==> src/rtl/timer_pkg.sv <==
// Shared definitions for the BCD countdown timer.
//   timer_state_e : FSM state encoding (IDLE, RUN, PAUSED, EXPIRED)
//   BCD_MAX       : largest legal BCD digit value
//   is_bcd()      : returns 1 when a nibble holds a legal BCD digit
package timer_pkg;

  typedef enum logic [1:0] {
    IDLE    = 2'd0,
    RUN     = 2'd1,
    PAUSED  = 2'd2,
    EXPIRED = 2'd3
  } timer_state_e;

  localparam logic [3:0] BCD_MAX = 4'd9;

  function automatic logic is_bcd(input logic [3:0] nibble);
    return (nibble <= BCD_MAX);
  endfunction

endpackage

==> src/rtl/bcd_down_digit.sv <==
// One BCD digit of the countdown chain.
// Ports:
//   clock, reset       : system clock, asynchronous active-low reset
//   load, load_val     : synchronous load of a BCD value (wins over dec)
//   dec, borrow_in     : decrement request and borrow from the less significant digit
//   value              : current digit value
//   borrow_out         : this digit wraps 0 -> 9 and borrows from the next digit
module bcd_down_digit
  import timer_pkg::*;
(
  input  logic       clock,
  input  logic       reset,
  input  logic       load,
  input  logic [3:0] load_val,
  input  logic       dec,
  input  logic       borrow_in,
  output logic [3:0] value,
  output logic       borrow_out
);

  logic [3:0] value_r;

  // Digit register: load, borrow-driven decrement with 0 -> 9 wrap, else hold.
  always_ff @(posedge clock or negedge reset) begin
    if (!reset) begin
      value_r <= 4'd0;
    end else if (load) begin
      value_r <= load_val;
    end else if (dec && borrow_in) begin
      value_r <= (value_r == 4'd0) ? BCD_MAX : (value_r - 4'd1);
    end else begin
      value_r <= value_r;
    end
  end

  assign value      = value_r;
  assign borrow_out = dec && borrow_in && (value_r == 4'd0);

endmodule

==> src/rtl/bcd_countdown_timer.sv <==
// N-digit BCD countdown timer with tick prescaler, start/pause control,
// auto-reload and load validation.
// Ports:
//   clock        : system clock, rising edge
//   reset        : asynchronous active-low reset, clears all state
//   reconfigure  : load request, samples load_digits
//   load_digits  : BCD preset, nibble i is digit i
//   start        : start, or restart after expiry
//   pause        : toggles RUN <-> PAUSED once per asserted cycle
//   auto_reload  : reload preset after reaching zero and keep running
//   digit_out    : current count (BCD)
//   running      : high in RUN
//   clockout     : one-cycle pulse when a decrement lands on zero
//   expired      : high in EXPIRED
//   load_error   : one-cycle pulse after a reconfigure with a non-BCD nibble
module bcd_countdown_timer
  import timer_pkg::*;
#(
  parameter int NUM_DIGITS = 2,
  parameter int TICK_DIV   = 50
) (
  input  logic                    clock,
  input  logic                    reset,
  input  logic                    reconfigure,
  input  logic [4*NUM_DIGITS-1:0] load_digits,
  input  logic                    start,
  input  logic                    pause,
  input  logic                    auto_reload,
  output logic [4*NUM_DIGITS-1:0] digit_out,
  output logic                    running,
  output logic                    clockout,
  output logic                    expired,
  output logic                    load_error
);

  localparam int W  = 4 * NUM_DIGITS;
  localparam int PW = (TICK_DIV > 1) ? $clog2(TICK_DIV) : 1;
  localparam logic [PW-1:0] PS_LAST = PW'(TICK_DIV - 1);

  timer_state_e  state_r, state_nxt_s;
  logic [PW-1:0] prescaler_r, prescaler_nxt_s;
  logic [W-1:0]  shadow_r, shadow_nxt_s;
  logic          reload_pend_r, reload_pend_nxt_s;
  logic          clockout_r, clockout_nxt_s;
  logic          load_error_r, load_error_nxt_s;
  logic          running_r, expired_r;

  logic [W-1:0]  count_s;
  logic          dig_load_s, dig_dec_s;
  logic [W-1:0]  dig_val_s;
  logic          valid_s, tick_s, count_zero_s, count_one_s;
  logic [NUM_DIGITS-1:0] borrow_s;
  logic          borrow_unused_s;

  // Validation: every nibble of the requested preset must be a BCD digit.
  always_comb begin
    valid_s = 1'b1;
    for (int i = 0; i < NUM_DIGITS; i++) begin
      if (!is_bcd(load_digits[4*i +: 4])) begin
        valid_s = 1'b0;
      end else begin
        valid_s = valid_s;
      end
    end
  end

  assign tick_s       = (state_r == RUN) && (prescaler_r == PS_LAST);
  assign count_zero_s = (count_s == W'(0));
  assign count_one_s  = (count_s == W'(1));

  // FSM next-state and datapath control; priority reconfigure > start > pause > tick.
  always_comb begin
    state_nxt_s       = state_r;
    prescaler_nxt_s   = prescaler_r;
    shadow_nxt_s      = shadow_r;
    reload_pend_nxt_s = reload_pend_r;
    clockout_nxt_s    = 1'b0;
    load_error_nxt_s  = 1'b0;
    dig_load_s        = 1'b0;
    dig_val_s         = shadow_r;
    dig_dec_s         = 1'b0;

    if (reconfigure) begin
      // An invalid preset also swallows any start/pause in the same cycle.
      if (valid_s) begin
        dig_load_s        = 1'b1;
        dig_val_s         = load_digits;
        shadow_nxt_s      = load_digits;
        prescaler_nxt_s   = PW'(0);
        reload_pend_nxt_s = 1'b0;
        state_nxt_s       = IDLE;
      end else begin
        load_error_nxt_s  = 1'b1;
      end
    end else if (start) begin
      case (state_r)
        IDLE: begin
          if (count_zero_s) begin
            state_nxt_s     = EXPIRED;
          end else begin
            state_nxt_s     = RUN;
            prescaler_nxt_s = PW'(0);
          end
        end
        EXPIRED: begin
          dig_load_s        = 1'b1;
          prescaler_nxt_s   = PW'(0);
          reload_pend_nxt_s = 1'b0;
          state_nxt_s       = (shadow_r != W'(0)) ? RUN : EXPIRED;
        end
        RUN, PAUSED: begin
          state_nxt_s = state_r;
        end
        default: begin
          state_nxt_s = IDLE;
        end
      endcase
    end else if (pause) begin
      case (state_r)
        RUN: begin
          // The pause cycle still counts as enabled, but a pending tick is
          // never consumed here: the prescaler saturates at its last value
          // so the deferred tick fires on the first cycle after resume.
          state_nxt_s     = PAUSED;
          prescaler_nxt_s = (prescaler_r == PS_LAST) ? prescaler_r : (prescaler_r + PW'(1));
        end
        PAUSED: begin
          state_nxt_s = RUN;
        end
        IDLE, EXPIRED: begin
          state_nxt_s = state_r;
        end
        default: begin
          state_nxt_s = IDLE;
        end
      endcase
    end else if (tick_s) begin
      prescaler_nxt_s = PW'(0);
      if (reload_pend_r) begin
        // Zero has been shown for one full tick period; restore the preset.
        dig_load_s        = 1'b1;
        reload_pend_nxt_s = 1'b0;
      end else begin
        dig_dec_s = 1'b1;
        if (count_one_s) begin
          clockout_nxt_s = 1'b1;
          if (auto_reload && (shadow_r != W'(0))) begin
            reload_pend_nxt_s = 1'b1;
          end else begin
            state_nxt_s = EXPIRED;
          end
        end else begin
          clockout_nxt_s = 1'b0;
        end
      end
    end else if (state_r == RUN) begin
      prescaler_nxt_s = prescaler_r + PW'(1);
    end else begin
      prescaler_nxt_s = prescaler_r;
    end
  end

  // FSM state register.
  always_ff @(posedge clock or negedge reset) begin
    if (!reset) begin
      state_r <= IDLE;
    end else begin
      state_r <= state_nxt_s;
    end
  end

  // Prescaler, shadow preset and registered status outputs.
  always_ff @(posedge clock or negedge reset) begin
    if (!reset) begin
      prescaler_r   <= PW'(0);
      shadow_r      <= W'(0);
      reload_pend_r <= 1'b0;
      clockout_r    <= 1'b0;
      load_error_r  <= 1'b0;
      running_r     <= 1'b0;
      expired_r     <= 1'b0;
    end else begin
      prescaler_r   <= prescaler_nxt_s;
      shadow_r      <= shadow_nxt_s;
      reload_pend_r <= reload_pend_nxt_s;
      clockout_r    <= clockout_nxt_s;
      load_error_r  <= load_error_nxt_s;
      running_r     <= (state_nxt_s == RUN);
      expired_r     <= (state_nxt_s == EXPIRED);
    end
  end

  // Digit chain: digit 0 always sees a borrow, each digit borrows into the next.
  genvar g;
  generate
    for (g = 0; g < NUM_DIGITS; g++) begin : gen_digit
      logic borrow_in_s;
      logic borrow_out_s;
      if (g == 0) begin : gen_lsb
        assign borrow_in_s = 1'b1;
      end else begin : gen_upper
        assign borrow_in_s = borrow_s[g-1];
      end
      bcd_down_digit u_digit (
        .clock      (clock),
        .reset      (reset),
        .load       (dig_load_s),
        .load_val   (dig_val_s[4*g +: 4]),
        .dec        (dig_dec_s),
        .borrow_in  (borrow_in_s),
        .value      (count_s[4*g +: 4]),
        .borrow_out (borrow_out_s)
      );
      assign borrow_s[g] = borrow_out_s;
    end
  endgenerate

  // The MSB borrow would mean underflow, which the FSM never allows.
  assign borrow_unused_s = borrow_s[NUM_DIGITS-1];

  assign digit_out  = count_s;
  assign running    = running_r;
  assign clockout   = clockout_r;
  assign expired    = expired_r;
  assign load_error = load_error_r;

endmodule

==> config.mk <==
export PLATFORM = sky130hd
export DESIGN_NAME = bcd_countdown_timer
export DESIGN_NICKNAME = d
export VERILOG_FILES = /design/src/rtl/timer_pkg.sv /design/src/rtl/bcd_down_digit.sv /design/src/rtl/bcd_countdown_timer.sv
export SDC_FILE = /design/constraint.sdc
export NUM_CORES = 1
export LEC_CHECK = 0
export CAP_MARGIN = 15
export CORE_MARGIN = 4
export CORE_UTILIZATION = 40
export CTS_BUF_LIST = sky130_fd_sc_hd__clkbuf_8
export CTS_CLUSTER_SIZE = 10
export DETAILED_ROUTE_END_ITERATION = 8
export REMOVE_ABC_BUFFERS = 1
export SLEW_MARGIN = 0
export SYNTH_ARGS = -nofsm -noshare
export SYNTH_HDL_FRONTEND = slang
export SYNTH_SLANG_ARGS = --single-unit
==> constraint.sdc <==
create_clock -name clock -period 4.24 [get_ports clock]
set_input_delay 0.848 -clock clock [delete_from_list [all_inputs] [get_ports clock]]
set_output_delay 0.848 -clock clock [all_outputs]
set_load 0.03 [all_outputs]
==> impl_metrics.env, run 1 <==
export IMPL_power_frac_comb_pct=33.5
export IMPL_synth_top_area_share_pct=44.9
export IMPL_cp_required_ns=4.41
export IMPL_synthTopCellsByCount="dfrtp_1, mux2_2, nor2_1, o21ai_0, nand2_1"
export IMPL_port_buffers=25
export IMPL_synth_cell_types=43
export IMPL_hold_class="flip-flop to flip-flop"
export IMPL_synthFlopType="dfrtp_1"
export IMPL_num_rows=22
export IMPL_synthCells=156
export IMPL_antenna_violating_nets_post_route=0
export IMPL_drv_slew=0
export IMPL_insertion_delay_ns=0.28
export IMPL_slew_headroom_pct=52.3
export IMPL_cp_max_fo=6
export IMPL_cts_root_buf="clkbuf_8"
export IMPL_p_leak_nw=0.853
export IMPL_cts_buffers=5
export IMPL_powerDensity_nw_per_um2=463
export IMPL_max_cap_viol_count=0
export IMPL_totalWireLength_um=3790
export IMPL_placed_area_um2=1920
export IMPL_synth_top_area_cell="dfrtp_1"
export IMPL_place_inst=227
export IMPL_syn_avg_cell_area_um2=10.4
export IMPL_ctsHoldBuffers=0
export IMPL_syn_to_final_growth_pct=24.2
export IMPL_drive_gt1_share_pct=14.5
export IMPL_clock_sinks=29
export IMPL_insertedDiodeCount=0
export IMPL_ys_seq_elements=29
export IMPL_fin_tns_setup_ns=0
export IMPL_final_area_um2=2010
export IMPL_dp_slack_ns=0.863
export IMPL_period_share_pct=73.4
export IMPL_antenna_found_initial=0
export IMPL_clock_power_share_pct=24.6
export IMPL_ff2ff_path_depth=7
export IMPL_grt_max_degree=30
export IMPL_fin_util_pct=53.3
export IMPL_grt_overflow=0
export IMPL_io_pins=26
export IMPL_post_cts_buffers=0
export IMPL_worstMarginPinSlew_ns=0.708
export IMPL_h_tree_depth=2
export IMPL_yosysSeqAreaShare_pct=44.9
export IMPL_fin_ws_ns=1.13
export IMPL_worstPathArrival_ns=3.28
export IMPL_first_pass_iters=4
export IMPL_viasPerCell=5.50
export IMPL_finalPower_mw=0.930
export IMPL_switching_share_pct=35.3
export IMPL_period_minus_slack_ns=3.11
export IMPL_worstSetupPathType="input pin to flip-flop"
export IMPL_skew_ns=0.00716
export IMPL_dr_first_iter_drc_count=38
export IMPL_fmax_mhz=321
export IMPL_intPower_mw=0.601
export IMPL_cp_end_kind="flip-flop"
export IMPL_synth_edf_count=0
export IMPL_grt_setup_unrepaired="false"
export IMPL_grt_pass1_vias=1403
export IMPL_async_flop_share_pct=100
export IMPL_power_frac_seq_pct=41.9
export IMPL_drcViolationCount=0
export IMPL_wl_per_cell_um=16.2
export IMPL_core_area_um2=3770
export IMPL_grt_pass1_wl_um=6340
export IMPL_yosysWarningCount=0
export IMPL_vias=1287
export IMPL_syn_area_um2=1620
export IMPL_critPathCapture="gen_digit[1].u_digit.value[1]"
export IMPL_die_h_um=71.6
export IMPL_p_sw_mw=0.329
export IMPL_die_area_um2=5120
export IMPL_reg2reg_slack_ns=1.59
export IMPL_synth_area_leaders="dfrtp_1, mux2_2, ha_1"
export IMPL_clk_pin_slew_worst_paths_ns=0.06
export IMPL_outcome="finished clean"
export IMPL_cts_tree="built"
export IMPL_hpwl_um=2830
export IMPL_finalNonFillerCells=234
export IMPL_yosysMostFrequentCell="dfrtp_1"
export IMPL_start_kind="input pin"
export IMPL_r2r_start="prescaler_r[1]"
export IMPL_final_hold_viol_count=0
export IMPL_layout_nets=208
export IMPL_timing_hold_ws_ns=0.520
export IMPL_finalSetupViolCount=0
export IMPL_critPathLaunch="reconfigure"
export IMPL_gr_usage_all_layers_pct=15.7
export IMPL_fp_dieW_um=71.6
export IMPL_start_util_pct=42.9
export IMPL_r2r_end="gen_digit[1].u_digit.value[1]"
export IMPL_cts_resized=0
export IMPL_peakVddDrop_mv=0.313
export IMPL_place_gp_congestion=0.817
export IMPL_clock_path_buffers=2
## final cells by class
type,count,area [um^2]
Fill cell,331,1760
Multi-Input combinational cell,116,848
Sequential cell,29,726
Timing Repair Buffer,26,258
Clock buffer,6,82.6
Tap cell,48,60.1
Inverter,8,30.0
Clock inverter,1,3.75
## layer usage
layer / track usage, % / wire length [um] / up-vias
met3: 3.93 / 158 / 8
met2: 25.6 / 1810 / 27
met4: 8.77 / 63 / 0
met5: 0 / 0 / -
met1: 18.9 / 1750 / 619
li1: - / - / 633
## how the worst min path moves through the flow
stage | from | end | slack, ns | depth (start not counted)
floorplan | shadow_r[1] | shadow_r[1] | 0.47 | 2
global placement | shadow_r[1] | shadow_r[1] | 0.49 | 2
detailed placement | shadow_r[7] | shadow_r[7] | 0.51 | 1
CTS | prescaler_r[5] | prescaler_r[5] | 0.52 | 1
global route | shadow_r[3] | shadow_r[3] | 0.55 | 1
finish | shadow_r[7] | shadow_r[7] | 0.52 | 1
## power groups by stage
stage	Sequential, mW	Combinational (mW)	Clock, mW
floorplan	0.441	0.134	0
global placement	0.392	0.304	0
detailed placement	0.393	0.312	0
CTS	0.390	0.314	0.236
global route	0.399	0.334	0.245
finish	0.390	0.311	0.229
## worst max-delay path, cell delays in order
cell and delay (ns):
clkdlybuf4s50_1 0.50, or2_2 0.37, or4_1 0.65, nor3_1 0.27, mux2_2 0.37, mux2_2 0.25
## sequential cells by signal, summed over array words and instances, names as in the netlist
register and flops:
reload_pend_r 1, gen_digit.u_digit.value 8, prescaler_r 6, running 1
load_error 1, shadow_r 8, clockout 1, state_r 2
expired 1
## layout by cell type, fill, tap and decap left out, drive strengths merged, types with 4 or more instances in the layout
cell	synthesis	layout
o21ai	12	12
inv	8	9
clkdlybuf4s50	0	25
o31ai	4	4
nand2	9	9
ha	8	8
clkbuf	1	6
nor2b	4	4
or4	4	4
dfrtp	29	29
mux2	14	14
nand3	6	6
nor2	13	13
## logic make-up (layout without fill, tap and decap cells)
kind of cell,after synthesis,count (layout),synth area share [%]
AND/OR/NAND/NOR,53,53,17.8
AO/OA/AOI/OAI,36,36,15.9
flip-flops,29,29,44.9
multiplexers,16,16,11.0
buffers and inverters,11,41,2.63
adder cells (fa/ha/maj),8,8,6.19
XOR/XNOR,3,3,1.63
(Power assumes the default switching activity.)
==> inputs of run 2 (changes only) <==
- clock period: 4.24 -> 2.5 ns (I/O delays scaled with it)
==> impl_metrics.env, run 2 (same netlist as run 1, synthesis figures left out) <==
export IMPL_outcome="finished clean"
export IMPL_fin_util_pct=58.1
export IMPL_placed_area_um2=2090
export IMPL_p_sw_mw=0.569
export IMPL_cp_top_family="simple AND/OR/NAND/NOR gates"
export IMPL_finalPower_mw=1.63
export IMPL_cp_required_ns=2.66
export IMPL_wl_per_cell_um=15.2
export IMPL_first_pass_iters=4
export IMPL_drv_slew=0
export IMPL_layout_commonest_cell="dfrtp_1"
export IMPL_finalSetupViolCount=0
export IMPL_grt_pass1_wl_um=6850
export IMPL_drcViolationCount=0
export IMPL_grt_pass1_vias=1484
export IMPL_slew_headroom_pct=73.0
export IMPL_worstPathArrival_ns=2.59
export IMPL_cts_buffers=5
export IMPL_insertion_delay_ns=0.28
export IMPL_post_cts_buffers=0
export IMPL_fin_tns_setup_ns=0
export IMPL_crit_slowest_cell="or4_4"
export IMPL_syn_to_final_growth_pct=35.5
export IMPL_drive_gt1_share_pct=24.5
export IMPL_viasPerCell=5.46
export IMPL_port_buffers=25
export IMPL_place_gp_congestion=0.790
export IMPL_gr_usage_all_layers_pct=17.0
export IMPL_powerDensity_nw_per_um2=742
export IMPL_fmax_mhz=412
export IMPL_start_kind="flip-flop"
export IMPL_die_h_um=71.6
export IMPL_die_area_um2=5120
export IMPL_cts_root_buf="clkbuf_8"
export IMPL_layout_nets=230
export IMPL_num_rows=22
export IMPL_peakVddDrop_mv=0.507
export IMPL_mostFrequentLayoutCells="dfrtp_1, clkdlybuf4s50_1, buf_4"
export IMPL_place_inst=249
export IMPL_reg2reg_slack_ns=0.07
export IMPL_grt_overflow=0
export IMPL_cp_max_fo=6
export IMPL_worstSetupPathType="flip-flop to flip-flop"
export IMPL_switching_share_pct=35.0
export IMPL_core_area_um2=3770
export IMPL_hpwl_um=2940
export IMPL_h_tree_depth=2
export IMPL_cp_end_kind="flip-flop"
export IMPL_cts_tree="built"
export IMPL_finalNonFillerCells=256
export IMPL_intPower_mw=1.06
export IMPL_power_frac_comb_pct=36.4
export IMPL_final_hold_viol_count=0
export IMPL_vias=1399
export IMPL_p_leak_nw=0.970
export IMPL_skew_ns=0.00546
export IMPL_max_cap_viol_count=0
export IMPL_io_pins=26
export IMPL_clk_pin_slew_worst_paths_ns=0.06
export IMPL_clock_sinks=29
export IMPL_dp_slack_ns=-0.387
export IMPL_final_area_um2=2190
export IMPL_fin_ws_ns=0.0708
export IMPL_worstMarginPinSlew_ns=0.401
export IMPL_ctsHoldBuffers=0
export IMPL_power_frac_seq_pct=40.2
export IMPL_path_cells="inv_1 -> ha_1 -> or3b_4 -> or4_4 -> o41a_1 -> a31o_1 -> mux2_2"
export IMPL_period_share_pct=97.2
export IMPL_clock_power_share_pct=23.4
export IMPL_totalWireLength_um=3900
export IMPL_fp_dieW_um=71.6
export IMPL_start_util_pct=42.9
export IMPL_antenna_found_initial=0
export IMPL_insertedDiodeCount=0
export IMPL_clock_path_buffers=2
export IMPL_timing_hold_ws_ns=0.518
export IMPL_dr_first_iter_drc_count=81
export IMPL_grt_setup_unrepaired="false"
export IMPL_max_stage_delay_ns=0.60
export IMPL_hold_class="flip-flop to flip-flop"
export IMPL_grt_max_degree=30
export IMPL_antenna_violating_nets_post_route=0
export IMPL_period_minus_slack_ns=2.43
export IMPL_critPathBufInv=1
run 2: final cells by class:
class	instances	area, um^2
inverters	8	30.0
clock buffers	6	82.6
clock inverters	1	3.75
multi-input cells	116	866
repair buffers	48	423
well taps	48	60.1
flip-flops and latches	29	726
fillers	338	1580
run 2: path summary, 6_finish.rpt:
| kind | to | depth (start not counted) | from |
|---|---|---|---|
| min in group asynchronous | state_r[1] | 2 | reset |
| worst min register to register | shadow_r[3] | 1 | shadow_r[3] |
| worst max register to register | gen_digit[1].u_digit.value[2] | 7 | prescaler_r[1] |
| max in group asynchronous | prescaler_r[1] | 2 | reset |
| worst max-delay path | gen_digit[1].u_digit.value[2] | 7 | prescaler_r[1] |
| worst min-delay path | shadow_r[3] | 1 | shadow_r[3] |
run 2: timing repair:
action,CTS,global route
pin swaps,0,1
setup endpoints to repair,3,2
gates cloned,0,0
gates resized for setup,2,2
run 2: power groups by stage:
stage / combinational, mW / clock [mW] / sequential, mW
2_1_floorplan: 0.227 / 0 / 0.747
3_3_place_gp: 0.574 / 0 / 0.652
3_5_place_dp: 0.584 / 0 / 0.656
4_1_cts: 0.591 / 0.393 / 0.651
5_1_grt: 0.642 / 0.414 / 0.668
6_report: 0.592 / 0.380 / 0.654
run 2: metal layers:
layer / track usage [%] / part of all wire [%] / vias to the layer above
li1: - / - / 678
met1: 22.0 / 46 / 678
met2: 27.2 / 48 / 38
met3: 5.05 / 5.5 / 5
met4: 5.64 / 1.1 / 0
met5: 0 / 0 / -
